==> src/rtl/dmem_pkg.sv <==
// Shared definitions for the data-memory access stage.
// Provides the access-size codes, the controller state encoding, the default
// bus timeout, and helpers for alignment checking and store lane steering.
package dmem_pkg;

  typedef enum logic [1:0] {
    SZ_BYTE = 2'b00,
    SZ_HALF = 2'b01,
    SZ_WORD = 2'b10,
    SZ_RSVD = 2'b11
  } size_t;

  typedef enum logic [1:0] {
    IDLE = 2'b00,
    REQ  = 2'b01,
    DONE = 2'b10
  } state_t;

  localparam int unsigned TIMEOUT_DEFAULT = 16;

  // Reserved size behaves as a word everywhere.
  function automatic logic misaligned(size_t sz, logic [1:0] lo);
    case (sz)
      SZ_BYTE: return 1'b0;
      SZ_HALF: return lo[0];
      default: return lo != 2'b00;
    endcase
  endfunction

  function automatic logic [3:0] lane_be(size_t sz, logic [1:0] lo);
    case (sz)
      SZ_BYTE: return 4'b0001 << lo;
      SZ_HALF: return lo[1] ? 4'b1100 : 4'b0011;
      default: return 4'b1111;
    endcase
  endfunction

  function automatic logic [31:0] lane_wdata(size_t sz, logic [31:0] d);
    case (sz)
      SZ_BYTE: return {4{d[7:0]}};
      SZ_HALF: return {2{d[15:0]}};
      default: return d;
    endcase
  endfunction

endpackage

==> src/rtl/dmem_access_unit_if.sv <==
// Request/acknowledge memory bus between the access unit (master) and the
// data memory (slave).
//   bus_req   : request, held until acknowledged or timed out
//   bus_we    : 1 = write
//   bus_addr  : word-aligned byte address
//   bus_be    : little-endian byte enables
//   bus_wdata : store data replicated into the addressed lanes
//   bus_rdata : read data, valid with bus_ack
//   bus_ack   : single-cycle completion strobe
interface dmem_access_unit_if;
  logic        bus_req;
  logic        bus_we;
  logic [31:0] bus_addr;
  logic [3:0]  bus_be;
  logic [31:0] bus_wdata;
  logic [31:0] bus_rdata;
  logic        bus_ack;

  modport master (
    output bus_req, bus_we, bus_addr, bus_be, bus_wdata,
    input  bus_rdata, bus_ack
  );

  modport slave (
    input  bus_req, bus_we, bus_addr, bus_be, bus_wdata,
    output bus_rdata, bus_ack
  );
endinterface

==> src/rtl/dmem_access_unit_load_extend.sv <==
// Load lane select and extension.
//   rdata_raw   : full bus word
//   addr_lo     : low two address bits of the access
//   size        : access size code (reserved treated as word)
//   ld_unsigned : 1 = zero-extend, 0 = sign-extend
//   data        : extended 32-bit load result
module load_extend
  import dmem_pkg::*;
(
  input  logic [31:0] rdata_raw,
  input  logic [1:0]  addr_lo,
  input  logic [1:0]  size,
  input  logic        ld_unsigned,
  output logic [31:0] data
);

  logic [7:0]  byte_sel;
  logic [15:0] half_sel;

  always_comb begin
    byte_sel = rdata_raw[{addr_lo, 3'b000} +: 8];
    half_sel = rdata_raw[{addr_lo[1], 4'b0000} +: 16];
    data     = rdata_raw;
    case (size_t'(size))
      SZ_BYTE: data = {{24{~ld_unsigned & byte_sel[7]}}, byte_sel};
      SZ_HALF: data = {{16{~ld_unsigned & half_sel[15]}}, half_sel};
      default: data = rdata_raw;
    endcase
  end

endmodule

==> src/rtl/dmem_access_unit.sv <==
// Data-memory access stage downstream of the ALU.
// Issues byte/half/word loads and stores on a request/acknowledge bus with
// lane steering, load extension, alignment checking and a bus timeout, and
// stalls the core until the access retires in a one-cycle DONE state.
//   CLK, Reset          : clock, asynchronous active-low reset
//   addr, wdata         : effective address and right-aligned store data
//   mem_rd, mem_wr      : load / store request (store wins)
//   size, ld_unsigned   : access size and load extension mode
//   bus                 : memory bus (master side)
//   rdata               : extended load result, valid in DONE
//   stall               : combinational core hold
//   misalign_err        : misaligned access, high in DONE
//   bus_err             : timed-out access, high in DONE
module dmem_access_unit
  import dmem_pkg::*;
#(
  parameter int unsigned TIMEOUT = TIMEOUT_DEFAULT,
  parameter int unsigned CNT_W   = 8
) (
  input  logic                CLK,
  input  logic                Reset,
  input  logic [31:0]         addr,
  input  logic [31:0]         wdata,
  input  logic                mem_rd,
  input  logic                mem_wr,
  input  logic [1:0]          size,
  input  logic                ld_unsigned,
  dmem_access_unit_if.master  bus,
  output logic [31:0]         rdata,
  output logic                stall,
  output logic                misalign_err,
  output logic                bus_err
);

  state_t           state;
  logic [CNT_W-1:0] cnt;
  size_t            size_q;
  logic             uns_q;
  logic [1:0]       lo_q;
  logic [31:0]      ld_data;

  load_extend u_load_extend (
    .rdata_raw  (bus.bus_rdata),
    .addr_lo    (lo_q),
    .size       (size_q),
    .ld_unsigned(uns_q),
    .data       (ld_data)
  );

  always_comb begin
    stall = (state == REQ) || ((state == IDLE) && (mem_rd || mem_wr));
  end

  always_ff @(posedge CLK or negedge Reset) begin
    if (!Reset) begin
      state         <= IDLE;
      cnt           <= '0;
      size_q        <= SZ_BYTE;
      uns_q         <= 1'b0;
      lo_q          <= '0;
      bus.bus_req   <= 1'b0;
      bus.bus_we    <= 1'b0;
      bus.bus_addr  <= '0;
      bus.bus_be    <= '0;
      bus.bus_wdata <= '0;
      rdata         <= '0;
      misalign_err  <= 1'b0;
      bus_err       <= 1'b0;
    end else begin
      case (state)
        IDLE: begin
          if (mem_rd || mem_wr) begin
            if (misaligned(size_t'(size), addr[1:0])) begin
              misalign_err <= 1'b1;
              rdata        <= '0;
              state        <= DONE;
            end else begin
              bus.bus_addr  <= {addr[31:2], 2'b00};
              bus.bus_we    <= mem_wr;
              bus.bus_be    <= lane_be(size_t'(size), addr[1:0]);
              bus.bus_wdata <= lane_wdata(size_t'(size), wdata);
              bus.bus_req   <= 1'b1;
              size_q        <= size_t'(size);
              uns_q         <= ld_unsigned;
              lo_q          <= addr[1:0];
              cnt           <= '0;
              state         <= REQ;
            end
          end
        end
        REQ: begin
          // Acknowledge is tested first so it wins over a coincident timeout.
          if (bus.bus_ack) begin
            rdata       <= bus.bus_we ? '0 : ld_data;
            bus.bus_req <= 1'b0;
            state       <= DONE;
          end else if (cnt == CNT_W'(TIMEOUT - 1)) begin
            bus_err     <= 1'b1;
            rdata       <= '0;
            bus.bus_req <= 1'b0;
            state       <= DONE;
          end else begin
            cnt <= cnt + 1'b1;
          end
        end
        DONE: begin
          misalign_err <= 1'b0;
          bus_err      <= 1'b0;
          state        <= IDLE;
        end
        default: state <= IDLE;
      endcase
    end
  end

endmodule

==> src/flat_wrapper.sv <==
// flat-port wrapper written by rule: the top's interface ports become plain ports
module dmem_access_unit_flat import dmem_pkg::*;
#(
  parameter int unsigned TIMEOUT = TIMEOUT_DEFAULT,
  parameter int unsigned CNT_W   = 8
)
  (CLK, Reset, addr, wdata, mem_rd, mem_wr, size, ld_unsigned, rdata, stall, misalign_err, bus_err, bus_bus_req, bus_bus_we, bus_bus_addr, bus_bus_be, bus_bus_wdata, bus_bus_rdata, bus_bus_ack);
  dmem_access_unit_if bus_i ();
  input  logic CLK;
  input  logic Reset;
  input  logic [31:0] addr;
  input  logic [31:0] wdata;
  input  logic mem_rd;
  input  logic mem_wr;
  input  logic [1:0] size;
  input  logic ld_unsigned;
  output logic [31:0] rdata;
  output logic stall;
  output logic misalign_err;
  output logic bus_err;
  output wire logic [$bits(bus_i.bus_req)-1:0] bus_bus_req;
  output wire logic [$bits(bus_i.bus_we)-1:0] bus_bus_we;
  output wire logic [$bits(bus_i.bus_addr)-1:0] bus_bus_addr;
  output wire logic [$bits(bus_i.bus_be)-1:0] bus_bus_be;
  output wire logic [$bits(bus_i.bus_wdata)-1:0] bus_bus_wdata;
  input wire logic [$bits(bus_i.bus_rdata)-1:0] bus_bus_rdata;
  input wire logic [$bits(bus_i.bus_ack)-1:0] bus_bus_ack;
  assign bus_bus_req = bus_i.bus_req;
  assign bus_bus_we = bus_i.bus_we;
  assign bus_bus_addr = bus_i.bus_addr;
  assign bus_bus_be = bus_i.bus_be;
  assign bus_bus_wdata = bus_i.bus_wdata;
  assign bus_i.bus_rdata = bus_bus_rdata;
  assign bus_i.bus_ack = bus_bus_ack;
  dmem_access_unit #(.TIMEOUT(TIMEOUT), .CNT_W(CNT_W)) u_core (.CLK(CLK), .Reset(Reset), .addr(addr), .wdata(wdata), .mem_rd(mem_rd), .mem_wr(mem_wr), .size(size), .ld_unsigned(ld_unsigned), .bus(bus_i), .rdata(rdata), .stall(stall), .misalign_err(misalign_err), .bus_err(bus_err));
endmodule
==> config.mk <==
export PLATFORM = sky130hd
export DESIGN_NAME = dmem_access_unit_flat
export DESIGN_NICKNAME = d
export VERILOG_FILES = /design/src/rtl/dmem_pkg.sv /design/src/rtl/dmem_access_unit_if.sv /design/src/rtl/dmem_access_unit_load_extend.sv /design/src/rtl/dmem_access_unit.sv /design/src/flat_wrapper.sv
export SDC_FILE = /design/constraint.sdc
export NUM_CORES = 1
export LEC_CHECK = 0
export BUFFER_PORTS_ARGS = -buffer_cell sky130_fd_sc_hd__buf_2
export CORE_ASPECT_RATIO = 0.6
export CORE_MARGIN = 4
export CORE_UTILIZATION = 49
export CTS_CLUSTER_DIAMETER = 120
export DETAILED_ROUTE_END_ITERATION = 12
export PLACE_DENSITY = 0.8
export SKIP_CTS_REPAIR_TIMING = 1
export SYNTH_ARGS = -nofsm -noshare
export SYNTH_HDL_FRONTEND = slang
export SYNTH_SLANG_ARGS = --single-unit
==> constraint.sdc <==
create_clock -name CLK -period 2.5 [get_ports CLK]
set_input_delay 0 -clock CLK [delete_from_list [all_inputs] [get_ports CLK]]
set_output_delay 0 -clock CLK [all_outputs]
set_load 0.02 [all_outputs]
==> run summary <==
The count of clock tree sinks came out at 117. The cell count after synthesis came out at between 400 and 500. On the worst path, the slowest cell contributes a delay of 560 ps. Counting both buffers and inverters, the worst setup path holds a total of 0. Across the run, the number of max-cap violations was 0. Across the routed clock network, the largest skew measured is 10.2 ps. The startpoint of the most critical register-to-register path is u_core.state[1]$_DFFE_PN0P_. The biggest fanout along the worst timing path is 16. The clock tree synthesis step divided the H-tree into 4 levels.

The first global-routing pass estimated ~23000 um of wire. The highest ir drop seen on vdd came out at about 0.7 mV. The mean instance size in the synthesized netlist came out at about 12 um2. The number of flops mapped to enable cells by yosys came out at 0. The fraction of the yosys area taken by sequential cells is about 55%. The worst setup path is launched from a flop.

The die is 89.0 um tall. Total power for the finished layout comes to between 9 and 10 mW. The pin slew with the least headroom to its limit came out at roughly 1100 ps. The detailed router placed between 5000 and 6000 vias in this run. The initial antenna violation count is 0. The number of buffers added on ports came out at ~210. The path class of the tightest hold or removal check is in -> reg.

The startpoint of the most critical hold path is bus_bus_rdata[7]. Of all flip-flops after synthesis, the portion carrying an async set or reset was 100%. The largest individual stage delay along the critical path comes from the cell sky130_fd_sc_hd__a2111oi_0. The number of failing hold endpoints at the final stage is 0. The cell at the root of the clock tree is sky130_fd_sc_hd__clkbuf_16. The repair_antennas step left the layout with diodes totalling 0. Counting flops and latches in the post-synthesis netlist gives around 120.

The floorplan step defined a die boundary enclosing 0.0127 mm2. The number of global-route vias before repair came out at 4518. The Yosys step of the flow raised 0 warnings. The worst hold path terminates at u_core.rdata[7]$_DFFE_PN0P_. Counting instances, the worst hold path has a depth of 3.

The worst hold slack came out at 20.6 ps. STA puts the critical path data required time at between 2000 and 3000 ps. The remaining max-slew budget at the tightest pin is between 20 and 30%.

The total standard cell area after synthesis came out at 0.00535 mm2. The routability-driven placement congestion ratio is between 0.8 and 0.9. After detailed routing, the number of remaining DRC violations is 0. The number of buffers inserted during clock tree synthesis is 17. The area of the core is between 0.01 and 0.015 mm2. The count of final setup violators is 0.

The first-pass iteration count of the detailed router came out at 5. The static power due to leakage is 3.93 nW. The largest buffer count on any clock path is 2.

The HPWL after detailed placement is roughly 11000 um. The run finished with clean final reports. Broken down by cell family, the worst path's largest delay share belongs to compound AO/OA/AOI/OAI gates. The sum of negative setup slack came out at 0 ps.

The number of placed instances with taps included is about 800. The number of placement rows is 29. TritonCTS built the clock tree. The non-filler instance count after layout came out at roughly 900. After detailed routing, the number of vias per cell comes to about 5.6. The power per unit of standard cell area came out at approximately 1200 mW/mm2. The worst path uses slightly above 90% of the clock period. The start-to-end type of the worst setup path is reg -> reg. The number of cells on the worst reg-to-reg path is 4. The number of slew-limit violations in the final report is 0.

Walking the worst path, the cells encountered are nand4bb_1 > a2111oi_0 > o211a_1 > a221o_1. The number of inserted filler cells in the final layout came out at between 600 and 700. The final antenna-violating net count came out at 0. The fraction of layout cells with a size suffix above 1 came out at ~39%. Setup repair after global routing left no endpoint under its margin. The setup check on the worst reg-to-reg path leaves a slack of 190 ps. The worst endpoint data arrival time came out at 2640 ps. The worst path in the final design needs a cycle of around 2300 ps, including I/O delays and setup. The capturing element type of the critical path is a flop.

The pin count of the biggest net entering global routing is 71. The most instantiated flip-flop cell in the synthesis netlist is sky130_fd_sc_hd__dfrtp_1. The final standard cell utilization of the core is between 70 and 80%. In this run, the number of DRC markers left after iteration 0 of detailed routing was around 400. The final layout contains routed wiring with a total length of between 15000 and 20000 um.

The post-layout net count is 855. The placed instance area came out at ~0.0065 mm2. From left edge to right edge, the die measures 143 um. The setup slack after placement is around 260 ps. The setup slack after layout is slightly below 200 ps.

The final instance area is a little under 0.008 mm2. The global routing usage summed across all routing layers came out at about a quarter. Once the floorplan was initialized, standard cells occupied between 50% and 60% of the core. The total overflow left after global routing is 0.

The clock input transition at the sequential cells of the worst setup and hold paths came out at approximately 60 ps. The top-level I/O count is ~210. The unique cell type count in the Yosys netlist is 53. The worst register-to-register path ends at u_core.rdata[28]$_DFFE_PN0P_. From synthesis to final layout, the design area changed by 48.5%. The achievable frequency came out at between 0.4 and 0.5 GHz. The wire length per cell came out at about 19 um. The clock reaches the later pin of the worst-skew pair after 410 ps.
[metal layers]
metal  track usage [%]  wire (um)
met4              7.16        348
met5                 0          0
met2              35.1       8210
met1              32.1       6940
met3              9.46       1900
[synth_stat cells (5+ instances only)]
master / instances / area [um2]
sky130_fd_sc_hd__inv_1: 14 / 52.6
sky130_fd_sc_hd__nor2_1: 26 / 97.6
sky130_fd_sc_hd__dfrtp_1: 117 / 2930
sky130_fd_sc_hd__clkbuf_1: 19 / 71.3
sky130_fd_sc_hd__a22oi_1: 6 / 45.0
sky130_fd_sc_hd__buf_2: 9 / 45.0
sky130_fd_sc_hd__o22ai_1: 8 / 50.1
sky130_fd_sc_hd__mux2i_1: 26 / 260
sky130_fd_sc_hd__a221o_1: 16 / 160
sky130_fd_sc_hd__nand3_1: 5 / 25.0
sky130_fd_sc_hd__a21oi_1: 15 / 75.1
sky130_fd_sc_hd__a2bb2oi_1: 8 / 70.1
sky130_fd_sc_hd__nand2_1: 33 / 124
sky130_fd_sc_hd__a22o_1: 7 / 61.3
sky130_fd_sc_hd__mux4_2: 7 / 158
sky130_fd_sc_hd__mux2_2: 42 / 473
sky130_fd_sc_hd__o21ai_0: 44 / 220
[state kept, by name, indices dropped and copies added (netlist names)]
name,cells
u_core.size_q,2
u_core.lo_q,2
u_core.cnt,8
u_core.rdata,32
u_core.misalign_err,1
u_core.bus.bus_wdata,32
u_core.state,2
u_core.bus_err,1
u_core.bus.bus_be,4
u_core.uns_q,1
u_core.bus.bus_we,1
u_core.bus.bus_req,1
u_core.bus.bus_addr,30
[worst register-to-register path, stage by stage (launching register included)]
cell and delay, ps:
sky130_fd_sc_hd__dfrtp_1 500, sky130_fd_sc_hd__nand4bb_1 410, sky130_fd_sc_hd__a2111oi_0 560, sky130_fd_sc_hd__o211a_1 550, sky130_fd_sc_hd__a221o_1 210
[cells by family (layout without fill, tap and decap cells)]
| group | Yosys count | after routing | synth area share (%) |
|---|---|---|---|
| other | 1 | 2 | 0.0700 |
| xor gates and xnor gates | 4 | 4 | 0.654 |
| buffers and inverters | 49 | 353 | 3.93 |
| adders and majority gates | 1 | 1 | 0.234 |
| AOI/OAI and AO/OA | 121 | 121 | 16.0 |
| DFF | 117 | 117 | 54.7 |
| muxes | 75 | 75 | 16.6 |
| and+or+nand+nor | 89 | 89 | 7.81 |
[where the power goes]
part | internal (mW) | leakage [nW] | switching (mW)
clock | 1.37 | 0.262 | 0.828
sequential | 2.70 | 1.48 | 0.611
combinational | 1.58 | 2.18 | 2.34
total | 5.65 | 3.93 | 3.78
[cell usage in the layout, fill, tap and decap left out, types with 4 or more instances in the layout]
| cell | netlist | final |
|---|---|---|
| sky130_fd_sc_hd__a21oi_1 | 15 | 15 |
| sky130_fd_sc_hd__nand2_1 | 33 | 33 |
| sky130_fd_sc_hd__dlygate4sd3_1 | 0 | 91 |
| sky130_fd_sc_hd__clkinv_2 | 0 | 6 |
| sky130_fd_sc_hd__a221o_1 | 16 | 16 |
| sky130_fd_sc_hd__inv_1 | 14 | 14 |
| sky130_fd_sc_hd__o21ai_0 | 44 | 44 |
| sky130_fd_sc_hd__nand3_1 | 5 | 5 |
| sky130_fd_sc_hd__dfrtp_1 | 117 | 117 |
| sky130_fd_sc_hd__mux2i_1 | 26 | 26 |
| sky130_fd_sc_hd__buf_2 | 9 | 205 |
| sky130_fd_sc_hd__a22o_1 | 7 | 7 |
| sky130_fd_sc_hd__buf_4 | 2 | 8 |
| sky130_fd_sc_hd__clkbuf_16 | 0 | 17 |
| sky130_fd_sc_hd__mux2_2 | 42 | 42 |
| sky130_fd_sc_hd__o22ai_1 | 8 | 8 |
| sky130_fd_sc_hd__nand2b_1 | 4 | 4 |
| sky130_fd_sc_hd__a2bb2oi_1 | 8 | 8 |
| sky130_fd_sc_hd__mux4_2 | 7 | 7 |
| sky130_fd_sc_hd__a22oi_1 | 6 | 6 |
| sky130_fd_sc_hd__nor3_1 | 4 | 4 |
| sky130_fd_sc_hd__nor2_1 | 26 | 26 |
[worst max-delay path by stage]
stage	start	end	slack, ps	cells after the start
4_1_cts	u_core.cnt[4]$_DFFE_PN0P_	u_core.rdata[24]$_DFFE_PN0P_	260	4
6_report	u_core.state[1]$_DFFE_PN0P_	u_core.rdata[28]$_DFFE_PN0P_	190	4
5_1_grt	addr[1]	u_core.rdata[0]$_DFFE_PN0P_	70	7
3_3_place_gp	u_core.cnt[4]$_DFFE_PN0P_	u_core.rdata[19]$_DFFE_PN0P_	350	4
2_1_floorplan	u_core.cnt[4]$_DFFE_PN0P_	u_core.rdata[16]$_DFFE_PN0P_	470	5
3_5_place_dp	u_core.cnt[4]$_DFFE_PN0P_	u_core.rdata[23]$_DFFE_PN0P_	260	4
[cell type report]
class | instances | area, um2 | share of cell area, %
Clock buffer | 21 | 450 | 5.66
Sequential cell | 117 | 2930 | 36.8
Clock inverter | 10 | 83.8 | 1.05
Multi-Input combinational cell | 292 | 2220 | 27.9
Timing Repair Buffer | 306 | 2040 | 25.6
Tap cell | 139 | 174 | 2.19
Inverter | 16 | 60.1 | 0.755
(Power assumes the default switching activity.)
